**config.mk**
```make
export PLATFORM = sky130hd
export DESIGN_NAME = mux_n_reg
export DESIGN_NICKNAME = d
export VERILOG_FILES = /design/src/rtl/cpu_pkg.sv /design/src/rtl/rr_pick.sv /design/src/rtl/mux_n_reg.sv
export SDC_FILE = /design/constraint.sdc
export NUM_CORES = 1
export LEC_CHECK = 0
export ABC_AREA = 1
export CORE_MARGIN = 10
export CORE_UTILIZATION = 35
export CTS_CLUSTER_SIZE = 24
export DETAILED_ROUTE_END_ITERATION = 6
export HOLD_SLACK_MARGIN = 0.02
export PLACE_DENSITY_LB_ADDON = 0.25
export SLEW_MARGIN = 5
export SYNTH_ARGS = -nofsm -noshare
export SYNTH_HDL_FRONTEND = slang
export SYNTH_SLANG_ARGS = --single-unit
export TNS_END_PERCENT = 5
```
**constraint.sdc**
```tcl
create_clock -name Clock -period 4.43 [get_ports Clock]
set_clock_uncertainty 0.2 [all_clocks]
set_input_delay 1.1075 -clock Clock [delete_from_list [all_inputs] [get_ports Clock]]
set_output_delay 1.1075 -clock Clock [all_outputs]
set_load 0.01 [all_outputs]
```
**src/rtl/cpu_pkg.sv**
```systemverilog
// Shared datapath constants for the 24-bit pipeline blocks.
package cpu_pkg;
  localparam int   WORD_W   = 24;
  localparam logic MODE_SEL = 1'b0;
  localparam logic MODE_RR  = 1'b1;
endpackage

```
**src/rtl/rr_pick.sv**
```systemverilog
// Rotating-priority picker: first asserted req scanning ptr, ptr+1, ... with wrap at N.
module rr_pick #(
  parameter  int N     = 4,
  localparam int SEL_W = $clog2(N)
) (
  input  logic [N-1:0]     req,
  input  logic [SEL_W-1:0] ptr,
  output logic             any,
  output logic [SEL_W-1:0] idx
);
  int k;

  // Scan highest offset first so the nearest requester to ptr is written last.
  always_comb begin
    any = 1'b0;
    idx = '0;
    k   = 0;
    for (int i = N - 1; i >= 0; i--) begin
      k = int'(ptr) + i;
      if (k >= N) k = k - N;
      if (req[k]) begin
        any = 1'b1;
        idx = SEL_W'(k);
      end
    end
  end
endmodule

```
**src/rtl/mux_n_reg.sv**
```systemverilog
// N-way registered mux with valid/ready handshake; explicit-select or round-robin arbitration.
module mux_n_reg
  import cpu_pkg::*;
#(
  parameter  int WIDTH = WORD_W,
  parameter  int N     = 4,
  localparam int SEL_W = $clog2(N)
) (
  input  logic                 Clock,
  input  logic                 Reset,
  input  logic [N*WIDTH-1:0]   In,
  input  logic [N-1:0]         InValid,
  output logic [N-1:0]         InReady,
  input  logic                 Mode,
  input  logic [SEL_W-1:0]     Sel,
  output logic [WIDTH-1:0]     Out,
  output logic [SEL_W-1:0]     OutChan,
  output logic                 OutValid,
  input  logic                 OutReady,
  output logic                 SelErr
);
  logic [WIDTH-1:0] out_q, out_d;
  logic [SEL_W-1:0] chan_q, chan_d;
  logic             vld_q, vld_d;
  logic [SEL_W-1:0] ptr_q, ptr_d;
  logic             selerr_q, selerr_d;

  logic             rr_any;
  logic [SEL_W-1:0] rr_idx;
  logic [SEL_W-1:0] cand;
  logic             free, grant, sel_ok, xfer;

  rr_pick #(.N(N)) u_pick (
    .req (InValid),
    .ptr (ptr_q),
    .any (rr_any),
    .idx (rr_idx)
  );

  always_comb begin
    free   = !vld_q || OutReady;
    sel_ok = int'(Sel) < N;
    if (Mode == MODE_RR) begin
      cand  = rr_idx;
      grant = rr_any;
    end else begin
      cand  = Sel;
      grant = sel_ok && InValid[Sel];
    end
    xfer = free && grant && !Reset;

    InReady = '0;
    if (xfer) InReady[cand] = 1'b1;

    out_d    = out_q;
    chan_d   = chan_q;
    vld_d    = vld_q;
    ptr_d    = ptr_q;
    selerr_d = (Mode == MODE_SEL) && !sel_ok;
    if (xfer) begin
      out_d  = In[int'(cand)*WIDTH +: WIDTH];
      chan_d = cand;
      vld_d  = 1'b1;
      // Explicit wrap keeps the pointer legal when N is not a power of two.
      if (Mode == MODE_RR) ptr_d = (int'(cand) == N - 1) ? '0 : cand + 1'b1;
    end else if (OutReady) begin
      vld_d = 1'b0;
    end
  end

  always_ff @(posedge Clock) begin
    if (Reset) begin
      out_q    <= '0;
      chan_q   <= '0;
      vld_q    <= 1'b0;
      ptr_q    <= '0;
      selerr_q <= 1'b0;
    end else begin
      out_q    <= out_d;
      chan_q   <= chan_d;
      vld_q    <= vld_d;
      ptr_q    <= ptr_d;
      selerr_q <= selerr_d;
    end
  end

  assign Out      = out_q;
  assign OutChan  = chan_q;
  assign OutValid = vld_q;
  assign SelErr   = selerr_q;
endmodule

```
== Yosys cells after proc, flatten, opt, wreduce, memory -nomap -nowiden ==
Cells that the tools add are included.

* Bits in registers: 29
* Logic and storage cells: 68
* Output and inout port bits: 32

* Shift operators: 1
* Add/subtract/negate cells: 8
* Multipliers: 1
* Multiplexer cells: 34
* Reduce and logical (&&, ||, !) cells: 8
* Order comparisons: 11
* Equality and inequality tests: 1

{| class="wikitable"
|+ Operators by type and width
! operator !! count
|-
| $lt 32x4->1 const B || 4
|-
| $mux 32 || 4
|-
| $ge 32x4->1 const B || 3
|-
| $shiftx 96x8->24 || 1
|-
| $sub 32x4->32 const B || 3
|-
| $mux 1 || 17
|-
| $mux 2 || 6
|-
| $bmux 1 s2 || 5
|-
| $add 2x2->3 const B || 2
|-
| $lt 2x3->1 const B || 2
|-
| $mul 2x2->4 const B || 1
|-
| $mux 4 || 1
|-
| $sub 2x3->4 const B || 1
|-
| $add 2x1->3 const B || 1
|-
| $ge 2x3->1 const B || 1
|-
| $logic_and 1x1->1 || 3
|-
| $add 2x1->2 const B || 1
|-
| $demux 1 s2 || 1
|-
| $eq 2x1->1 const B || 1
|-
| $ge 2x1->1 const B || 1
|-
| $logic_not 1->1 || 2
|-
| $reduce_and 2->1 || 1
|-
| $reduce_bool 2->1 || 1
|-
| $logic_or 1x1->1 || 1
|}

== Longest topological paths before layout ==
* Depth after elaboration: 16
* Depth in mapped cells: 15
* Mapped depth without buffers: 14

== By module ==
A second synthesis with hierarchy kept.

* Cell total of the unflattened synthesis: 542
* Area, all modules: 2801.4 µm²

{| class="wikitable"
|+ By module, submodules not included
! module !! instances !! area an instance (µm²) !! seq. area each (µm²) !! cells each
|-
| mux_n_reg || 1 || 2588.7 || 580.6 || 496
|-
| rr_pick || 1 || 212.7 || 0.0 || 46
|}

== Worst setup path after synthesis ==
Ideal clock, no wire load.

* Kind: in2out
* From: input port Reset
* To: output port InReady[2]
* Path buffers: 3
* Slack: 0.779 ns
* Required time: 3.123 ns
* Stages on the path: 10
* Data arrival time: 2.344 ns
* Cells stage by stage: clkbuf_1 inv_1 nand3_1 nor2_1 nand2_2 a21oi_2 buf_6 buf_6 inv_1 nor2_1

* Longest elaborated chain between the ends: 3

{| class="wikitable"
|+ Ends and longest elaborated chain
! item !! RTL line !! source
|-
| from (decl) || mux_n_reg.sv:10 || <nowiki>input logic Reset,</nowiki>
|-
| $logic_not 1->1 || mux_n_reg.sv:50 || <nowiki>xfer = free && grant && !Reset;</nowiki>
|-
| $logic_and 1x1->1 || mux_n_reg.sv:50 ||
|-
| $mux 4 || mux_n_reg.sv:53 || <nowiki>if (xfer) InReady[cand] = 1'b1;</nowiki>
|-
| to (decl) || mux_n_reg.sv:13 || <nowiki>output logic [N-1:0] InReady,</nowiki>
|}

Every way passes these cells.

== Worst setup path in the final report ==
* From: input port InValid[2]
* To: output port InReady[0]

* Longest elaborated chain between the ends: 13
* Elaborated cells on any way between the ends: 32

{| class="wikitable"
|+ Ends and longest elaborated chain
! item !! RTL line !! source
|-
| from (decl) || mux_n_reg.sv:12 || <nowiki>input logic [N-1:0] InValid,</nowiki>
|-
| $bmux 1 s2 || rr_pick.sv:21 || <nowiki>if (req[k]) begin</nowiki>
|-
| $mux 1 (not written as such) (2 in a row) || rr_pick.sv:21 ||
|-
| $mux 2 (4 in a row) || rr_pick.sv:21 ||
|-
| $mux 2 || mux_n_reg.sv:43 || <nowiki>if (Mode == MODE_RR) begin</nowiki>
|-
| $lt 2x3->1 (not written as such) / $ge 2x1->1 (equally long branches) || mux_n_reg.sv:53 ||
|-
| $logic_and 1x1->1 (not written as such) || mux_n_reg.sv:53 ||
|-
| $mux 1 (not written as such) || mux_n_reg.sv:53 ||
|-
| $demux 1 s2 || mux_n_reg.sv:53 ||
|-
| $mux 4 (*) || mux_n_reg.sv:53 ||
|}

Every way passes the cells marked *; elsewhere a longest branch is shown, timed or not. The select of a mux whose other input is x is not followed.

==> results by group <==
Worst hold path
  – Hold path startpoint: OutValid
  – Hold Crit Class: reg -> reg
  – Hold EP: OutValid
  – WHS Path Cells: 2

Yosys
  – Gate Count Post-Synth: 458
  – Number of library cell types mapped by synthesis: 24
  – Sequential area share after synthesis: 0.2361
  – Mean Syn Cell Area: between 5 and 6 sq um
  – Syn. warnings: 0
  – Yosys reg bits: 29
  – Post-synth design cell area: 0.002459 sq mm
  – Syn Nets: about 560

Global route
  – Vias in the first global route: slightly below 3,000
  – Gr usage total: 0.1537
  – Largest net degree at the start of global routing: roughly 50
  – Initial antenna violation count: 0
  – First-pass GRT wire length: roughly 14,000 microns
  – Gr ovfl total: 0

Power
  – Clock Power Share: 0.225
  – Cell-internal power: between 600 and 700 uW
  – Worst VDD drop: around 110 uV
  – Comb pwr share: 0.445
  – Pwr dens: approximately 240 mW/mm^2
  – Leakage: about 0.0019 uW
  – Switching share of power: 0.3462
  – Sequential power share: 0.330
  – Switching pwr: ~320 uW

Timing
  – Fmax achieved: between 200 and 250 MHz
  – Tcrit/Tclk final: 0.9498
  – RSZ-0062 raised after global routing: false
  – Worst-Margin Slew: 535.1 ps
  – Slew headroom: 0.6427
  – # setup viols final: 0
  – Pins Over Slew Limit: 0
  – Hold WS: a little over 300 ps
  – Total Neg Setup Slack: 0 ps
  – Tmin final: 4208 ps
  – Final hold violation count: 0

Route
  – DRT Pass-1 Iters: 4
  – DRT iter0 DRCs: 100
  – Vias per cell: roughly 4.5
  – Vias: 3,079
  – Drt drc: 0
  – Avg WL per Cell: ~13 microns
  – Routed WL: between 8000 and 9000 microns
  – ANT nets after route: 0

Placement
  – Routability cong.: just under 0.8
  – DP HPWL: 6648 microns
  – DP Area: roughly 0.0038 sq mm
  – Port-buffer cells: roughly 140

Setup path
  – R2R Setup Slk: between 1500 and 2000 ps
  – Critical path type: in -> out
  – Worst R2R Start: ptr_q[0]
  – Critical Path Start Type: primary input
  – Setup crit end kind: output port
  – Crit-path max FO: 4
  – Worst path arrival time: 2900 ps
  – Worst reg-to-reg path cell count: 13
  – RR Endpoint: Out[7]
  – Worst path required time: 3120 ps

Clock tree
  – Post-CTS setup buffer count: 0
  – H-tree Lvls: 2
  – Clk buf depth: 2
  – Clk_lat worst skew: 270 ps
  – CTS tree: done
  – CTS root buffer: clkbuf_8
  – TritonCTS Buffers: 5
  – Clk pin slew, worst setup/hold paths: about 60 ps
  – Clk sinks: 29

Layout
  – Post-Route Utilization: 0.5762
  – Antenna diodes: 0
  – Area grow syn2layout: 59.24%
  – Final nets: 693
  – Design area: between 0.003 and 0.004 sq mm
  – Share of layout cells above drive strength 1: 0.04252

Die
  – Row count: 30
  – Io pins: around 140
  – Die Height: 103.8 microns
  – DIE WIDTH: a little over 100 microns
  – DIE AREA: around 0.011 sq mm
  – Core area: between 0.006 and 0.007 sq mm
  – Initial core utilization: 0.3619

Status
  – Status: completed

Job
  – Max-cap violation count: 0
## placed cells by master (no fill, tap or decap)
cell type          n
clkbuf_8           5
nand3b_1           3
nand2_2            2
conb_1             1
nor3_1             1
o21ai_1            1
nand3_2            2
clkdlybuf4s50_1  132
inv_2              2
nand3_1           75
nor2_1           134
dlygate4sd2_1      4
nand2_1           80
a31oi_1            1
clkbuf_1           3
dfxtp_1           29
o21ai_0            4
a21oi_4            1
buf_4             10
a21oi_1            5
nor2_4             2
o211ai_1           2
o21ai_2            1
inv_1             87
a211oi_1           1
## worst max path at each step
stage                           from    endpoint  slack, ps  depth (start not counted)
final                     InValid[2]  InReady[0]        220                         12
after global routing      InValid[3]  InReady[3]         80                         12
after CTS                 InValid[3]  InReady[0]        240                         12
after detailed placement  InValid[3]  InReady[0]        -40                         12
after global placement    InValid[1]  InReady[0]         20                         12
after floorplan                Reset  InReady[2]        780                         10
## power by group through the flow
stage / clock network [uW] / registers (uW) / logic (uW)
final: 210 / 308 / 415
after global routing: 229 / 311 / 460
after CTS: 219 / 308 / 419
after detailed placement: 0 / 313 / 419
after global placement: 0 / 312 / 414
after floorplan: 0 / 324 / 218
## sequential cells by signal (all words and copies together), names as in the netlist
signal    flops
Out          24
OutChan       2
ptr_q         2
OutValid      1
## cell type report
type,instances,area (sq um)
fill,682,2879
timing repair buffer,146,1431
multi-input combinational,316,1369
sequential,29,580.6
inverter,89,334.1
tap,96,120.1
clock buffer,8,80.08
## kinds of logic after synthesis
group / synth area share
buffers and inverters: 0.2102
other: 0.001525
DFF: 0.2361
and+or+nand+nor: 0.5130
AOI/OAI and AO/OA: 0.03918
## per-layer routing
metal,part of all wire,global-route usage,up-vias
li1,-,-,1620
met1,0.41,0.1611,1330
met2,0.50,0.2829,112
met3,0.077,0.04895,17
met4,0.015,0.04871,0
met5,0,0,-
## timing repair
action                                  in CTS  in global routing
resized for setup                            4                  0
endpoints found under the setup margin       4                  0
hold buffers                                 0                  0
## through the flow
stage	setup WS, ps	total power (uW)	instances
floorplan	778.8	542.7	458
global placement	23.22	726.1	676
detailed placement	-43.11	732.8	676
CTS	240.7	945.6	684
global route	82.70	1001	684
finish	222.3	932.8	684
## Yosys cell counts
library cell	count	area (sq um)
o21ai_1	1	5.000
inv_1	87	326.6
o21ai_2	1	8.760
nand3_2	2	20.02
nand2_1	80	300.3
clkbuf_1	3	11.26
inv_2	2	7.510
nand2_2	2	12.51
nor3_1	1	5.000
buf_6	9	101.4
nor2_4	2	22.52
a21oi_2	1	8.760
dfxtp_1	29	580.6
a31oi_1	1	6.260
nor2_1	134	503.0
a21oi_1	5	25.02
conb_1	1	3.750
buf_4	4	30.03
o211ai_1	2	15.01
nand3b_1	3	22.52
o21ai_0	4	20.02
a211oi_1	1	7.510
buf_2	8	40.04
nand3_1	75	375.4
## worst max-delay path, cell delays in order
cell and delay (ps):
clkdlybuf4s50_1 480, inv_1 70, nand2_1 120, nand3_1 110, nand2_1 110, nand3_2 90
nand3_1 100, nand2_1 50, nor2_1 170, nor2_4 60, nor3_1 130, dlygate4sd2_1 300
Note: power is estimated with default switching activity, not from simulation.
